## src/rtl/chunked_adder.sv

```systemverilog
// chunked_adder: multi-cycle ripple adder/subtractor.
// Adds CHUNK bits per cycle, LSB chunk first, carry held in a register.
module chunked_adder #(
  parameter int WIDTH = 16,
  parameter int CHUNK = 4
) (
  input  logic             clk,
  input  logic             reset,
  input  logic             start,
  input  logic [WIDTH-1:0] A,
  input  logic [WIDTH-1:0] B,
  input  logic             Ci,
  input  logic             Sub,
  output logic [WIDTH-1:0] Y,
  output logic             Co,
  output logic             Ovf,
  output logic             busy,
  output logic             done
);

  localparam int NCHUNK = WIDTH / CHUNK;
  localparam int CW = (NCHUNK > 1) ? $clog2(NCHUNK) : 1;
  localparam logic [CW-1:0] LAST = CW'(NCHUNK - 1);

  localparam logic [1:0] S_IDLE = 2'd0;
  localparam logic [1:0] S_BUSY = 2'd1;
  localparam logic [1:0] S_DONE = 2'd2;

  if (WIDTH % CHUNK != 0) begin : g_cfg_err
    $error("chunked_adder: WIDTH must be a multiple of CHUNK");
  end

  logic [1:0]       state;
  logic [WIDTH-1:0] a_q;
  logic [WIDTH-1:0] b_q;
  logic [WIDTH-1:0] sum_q;
  logic [WIDTH-1:0] sum_nx;
  logic             c_q;
  logic [CW-1:0]    cnt;
  logic [CHUNK-1:0] ca;
  logic [CHUNK-1:0] cb;
  logic [CHUNK:0]   csum;
  logic             last;
  logic             ovf_nx;
  int               base;

  assign base = int'(cnt) * CHUNK;
  assign last = (cnt == LAST);
  assign ca   = a_q[base +: CHUNK];
  assign cb   = b_q[base +: CHUNK];
  assign csum = {1'b0, ca} + {1'b0, cb} + {{CHUNK{1'b0}}, c_q};

  assign busy = (state == S_BUSY);
  assign done = (state == S_DONE);

  // Partial sum with the current chunk merged in; final result on last chunk.
  always_comb begin
    sum_nx = sum_q;
    sum_nx[base +: CHUNK] = csum[CHUNK-1:0];
  end

  assign ovf_nx = (a_q[WIDTH-1] == b_q[WIDTH-1]) &&
                  (sum_nx[WIDTH-1] != a_q[WIDTH-1]);

  // Control FSM plus operand, carry, partial-sum and result registers.
  always_ff @(posedge clk) begin
    if (reset) begin
      state <= S_IDLE;
      a_q   <= '0;
      b_q   <= '0;
      sum_q <= '0;
      c_q   <= 1'b0;
      cnt   <= '0;
      Y     <= '0;
      Co    <= 1'b0;
      Ovf   <= 1'b0;
    end else begin
      case (state)
        S_BUSY: begin
          sum_q <= sum_nx;
          c_q   <= csum[CHUNK];
          cnt   <= cnt + 1'b1;
          if (last) begin
            Y     <= sum_nx;
            Co    <= csum[CHUNK];
            Ovf   <= ovf_nx;
            cnt   <= '0;
            state <= S_DONE;
          end
        end
        default: begin
          if (start) begin
            a_q   <= A;
            b_q   <= Sub ? ~B : B;
            c_q   <= Ci ^ Sub;
            sum_q <= '0;
            cnt   <= '0;
            state <= S_BUSY;
          end else begin
            state <= S_IDLE;
          end
        end
      endcase
    end
  end

endmodule

```

## config.mk

```make
export PLATFORM = sky130hd
export DESIGN_NAME = chunked_adder
export DESIGN_NICKNAME = d
export VERILOG_FILES = /design/src/rtl/chunked_adder.sv
export SDC_FILE = /design/constraint.sdc
export NUM_CORES = 1
export LEC_CHECK = 0
export ABC_AREA = 1
export ABC_CLOCK_PERIOD_IN_PS = 2700
export CAP_MARGIN = 25
export CORE_MARGIN = 4
export CORE_UTILIZATION = 39
export DETAILED_ROUTE_END_ITERATION = 6
export SYNTH_ARGS = -nofsm -noshare
export SYNTH_HDL_FRONTEND = slang
export SYNTH_SLANG_ARGS = --single-unit
```

## constraint.sdc

```tcl
create_clock -name clk -period 2.7 [get_ports clk]
set_input_delay 0.405 -clock clk [delete_from_list [all_inputs] [get_ports clk]]
set_output_delay 0.405 -clock clk [all_outputs]
set_load 0.01 [all_outputs]
```

Word level (Yosys, flattened, before mapping)
Index checks and enable logic that the tools add are counted.
{"block": "op_classes", "addsub": 4, "eq_ne": 6, "shift": 4, "mux": 12, "bitwise": 3, "reduce_logical": 4}
{"operator": "$mux W16", "count": 3}
{"operator": "$neg A4 Y33", "count": 1}
{"operator": "$shift A4 B33 Y16 const A", "count": 1}
{"operator": "$shiftx A4 B33 Y16", "count": 1}
{"operator": "$shiftx A16 B5 Y4", "count": 2}
{"operator": "$bwmux W16", "count": 1}
{"operator": "$not A16 Y16", "count": 1}
{"operator": "$mux W2", "count": 5}
{"operator": "$add A4 B4 Y5", "count": 1}
{"operator": "$add A5 B1 Y5", "count": 1}
{"operator": "$eq A2 B2 Y1 const B", "count": 2}
{"operator": "$reduce_and A2 Y1", "count": 2}
{"operator": "$mux W1", "count": 3}
{"operator": "$add A2 B1 Y2 const B", "count": 1}
{"operator": "$eq A2 B1 Y1 const B", "count": 1}
{"operator": "$ne A2 B1 Y1 const B", "count": 1}
{"operator": "$reduce_bool A2 Y1", "count": 1}
{"operator": "$eq A1 B1 Y1", "count": 1}
{"operator": "$logic_and A1 B1 Y1", "count": 1}
{"operator": "$ne A1 B1 Y1", "count": 1}
{"operator": "$not A1 Y1", "count": 1}
{"operator": "$xor A1 B1 Y1", "count": 1}
{"block": "totals", "register_bits": 71, "output_inout_bits": 20, "wordCells": 42}

Logic depth before layout (Yosys ltp)
Gate-level depths: netlist of the first run.
{"block": "logic_depth", "word_depth": 7, "ltp_mapped": 15, "ltp_nobuf": 14}

Least setup slack after synthesis of the first run
Ideal clock, no wire load.
{"block": "synth_timing", "path_type": "reg-to-reg", "from": "reg cnt[0]", "to": "reg sum_q[5]", "t_arrival_ns": 2.454, "required_time_ns": 2.629, "slack_ns": 0.176, "stages_incl_launch_ff": 15, "path_buffers": 2, "period_less_slack_ns": 2.524, "path_cell_list": "dfxtp_1 -> inv_2 -> buf_6 -> buf_2 -> nor2_1 -> o22ai_1 -> fa_1 -> inv_1 -> fa_1 -> nor2_1 -> inv_1 -> nor2_2 -> a22o_1 -> nand2_1 -> a21oi_1"}
{"block": "synth_via", "elab_chain_len": 6}
{"item": "start, declared", "line": "39", "rtl": "logic [CW-1:0] cnt;"}
{"item": "start signal, assigned", "line": "82", "rtl": "cnt <= cnt + 1'b1;"}
{"item": "$shiftx A16 B5 Y4, on equally long branches", "line": "49, 50"}
{"item": "$add A4 B4 Y5", "line": "51", "rtl": "assign csum = {1'b0, ca} + {1'b0, cb} + {{CHUNK{1'b0}}, c_q};"}
{"item": "$add A5 B1 Y5", "line": "51"}
{"item": "$shiftx A4 B33 Y16", "line": "59", "rtl": "sum_nx[base +: CHUNK] = csum[CHUNK-1:0];"}
{"item": "$bwmux W16 *", "line": "59"}
{"item": "$mux W16 *", "line": "78", "rtl": "case (state)"}
{"item": "end signal, assigned", "line": "80", "rtl": "sum_q <= sum_nx;"}
{"item": "end, declared", "line": "36", "rtl": "logic [WIDTH-1:0] sum_q;"}
Mark *: on every way between the ends. The rest lies on a longest branch, timed or not.
A chain may end at the register's enable or synchronous reset.

Worst setup path in the final report of the first run
Same ends and word-level chain as after synthesis.

==> results of run 1 <==
==> power by group <==
group,switching (mW),internal (mW)
Combinational,0.238,0.180
Sequential,0.0296,1.09
Clock,0.382,0.371
Total,0.649,1.65
==> critical path, cell delays in order, from the launching register on <==
cell and delay, ps:
dfxtp_1 390, inv_2 140, o21ai_0 170, o22ai_1 120, fa_1 420, inv_1 80, fa_1 450, nor2_2 160
inv_1 70, nor2_2 100, a22o_1 170, nand2_1 60, a21oi_1 120
==> cell families after synthesis <==
family                     count (synthesis)  share of synthesized area
DFF                                       71                      0.420
buffers and inverters                     52                     0.0779
adders and majority gates                 11                     0.0451
and+or+nand+nor                          161                      0.200
AOI/OAI and AO/OA                        103                      0.211
xor gates and xnor gates                  18                     0.0465
==> worst paths after layout <==
kind / start / end / slack [ps]
setup / recovery: cnt[0] / sum_q[5] / 200
hold / removal: Y[9] / Y[9] / 460
setup reg to reg: cnt[0] / sum_q[5] / 200
hold reg to reg: Y[9] / Y[9] / 460
==> registers in the layout, summed over array words and instances (netlist names) <==
signal and flops:
cnt 2, Co 1, b_q 16, Ovf 1, state 2, a_q 16, c_q 1, sum_q 16
Y 16
==> cell usage after synthesis, drive strengths merged, types with 6 or more instances <==
| cell type | number | area [µm²] |
|---|---|---|
| nand3 | 7 | 35.0 |
| a211oi | 15 | 183 |
| ha | 9 | 113 |
| clkbuf | 7 | 30.0 |
| xnor2 | 16 | 140 |
| a22o | 10 | 87.6 |
| inv | 29 | 109 |
| o21ai | 39 | 195 |
| nand2 | 70 | 289 |
| o22ai | 6 | 37.5 |
| nor2 | 78 | 305 |
| buf | 16 | 125 |
| a21oi | 17 | 85.1 |
| dfxtp | 71 | 1420 |
==> metrics by stage <==
step / total power [mW] / utilization / instances / instance area, µm²
after floorplan: 1.42 / - / 416 / 3390
after global placement: 1.55 / 0.482 / 565 / 4020
after detailed placement: 1.56 / 0.482 / 565 / 4020
after CTS: 2.31 / 0.502 / 579 / 4190
after global routing: 2.41 / 0.504 / 579 / 4200
final: 2.29 / 0.504 / 579 / 4200
==> layout make-up <==
type,instances,area (µm²)
Timing Repair Buffer,67,656
Sequential cell,71,1420
Clock buffer,11,151
Fill cell,788,4140
Multi-Input combinational cell,293,1710
Tap cell,105,131
Clock inverter,3,20.0
Inverter,29,109
==> routing by layer <==
metal  vias to the layer above  track usage  part of all wire
li1                       1486            -                 -
met1                      1341        0.212              0.45
met2                        77        0.267              0.47
met3                        16       0.0399             0.060
met4                         0       0.0777             0.022
met5                         -            0                 0
==> timing repair <==
action                                  CTS  global route
gates resized for setup                   0             2
hold endpoints to repair                  0             0
endpoints found under the setup margin    0             2
==> results.md, run 1 <==
- Outcome: finished, final reports clean
- Routed vias: about 2.9k
- Clock sink count: 71
- Initial antenna violation count: 0
- Grt ovf: 0
- Yosys warns: 0
- Final Cycle Share: 0.926
- Syn nets: 464
- Final nets: about 520
- First-pass GRT wire length: 13.5 mm
- Fraction of layout cells with a size suffix above 1: 0.114
- Core area: roughly 8300 µm²
- Critical path class: flop to flop
- Post-synth EDFFs: 0
- Most frequent cells in the layout: 74 x nor2_1, 71 x dfxtp_1, 67 x nand2_1
- #FFs+latches synth: 71
- Crit path required time: 2990 ps
- Clock buffer count from CTS: 9
- Post-synthesis cell type count: 37
- Routed Antenna Nets: 0
- # diodes: 0
- Routed len/inst: between 10 and 15 µm
- Die area: slightly above 10000 µm²
- Worst min-delay path category: flop to flop
- Post-DP HPWL: just under 6 mm
- Cts hold-fix bufs: 0
- Worst skew pair latency: ~350 ps
- Slew Limit Fails: 0
- Gr usage total: 0.167
- Area grow syn2layout: 24.0%
- Max clock buf depth: 2
- Synthesized area: 3390 µm²
- Gate Count Post-Synth: ~420
- Clk_skew: approximately 12 ps
- Final setup viols: 0
- Ports: 57
- Post-route setup slack: approximately 200 ps
- Peak supply drop: roughly 0.00032 V
- Input/output buffers: 56
- Pwr Density: 546 nW/µm²
- CTS clock-pin slew for the worst setup and hold paths: roughly 70 ps
- Clock root buffer: clkbuf_8
- Setup crit end kind: flop
- Setup Fix Bufs, Post-CTS: 0
- P_leak: around 1.6 nW
- Worst-margin pin slew: roughly 570 ps
- Worst Hold Depth: 2
- Vias in the first global route: between 2k and 3k
- Crit Path Max Fanout: 16
- Final wirelength: approximately 8 mm
- Vias per cell: a little over 5
- Syn Area/Cell: approximately 8.1 µm²
- MaxCap Viol Count: 0
- Max-slew headroom: 0.621
- Final min period: roughly 2500 ps
- Height of the die: about 100 µm
- Initial Utilization: 0.406
- Critical path launch point type: flop
- Detailed Route Iter0 Violations: between 100 and 150
- DP Worst Slack: around 170 ps
- Worst R2R Path Depth: 12
- DRC Markers: 0
- Endpoints failing hold: 0
- Largest net degree at the start of global routing: 27
- Die Width: between 100 and 150 µm
- H-Tree Depth: 3
- Worst EP arrival: around 2800 ps
- Number of core rows: 33
- Register area share after synthesis: 0.420
- Final setup TNS: 0 ps
- Commonest non-fill, non-tap cell in the layout: nor2_1
- Async set-reset flop share out of synthesis: 0
- First-pass DRT Iterations: 4
- Main synth FF type: dfxtp_1
- RSZ-0062 raised after global routing: false
- Hold slack: 458 ps
- TritonCTS clock tree: done
- Fmax: ~400 MHz
- GP Congestion: between 0.7 and 0.8
(Power assumes the default switching activity.)
==> run 2: changes to the inputs <==
--- a/config.mk
+++ b/config.mk
@@ -10,6 +10,7 @@
 export CAP_MARGIN = 25
 export CORE_MARGIN = 4
 export CORE_UTILIZATION = 39
+export CTS_CLUSTER_SIZE = 25
 export DETAILED_ROUTE_END_ITERATION = 6
 export SYNTH_ARGS = -nofsm -noshare
 export SYNTH_HDL_FRONTEND = slang
==> results of run 2 <==
No change in the layout: final DEF, timing and power equal those of run 1.
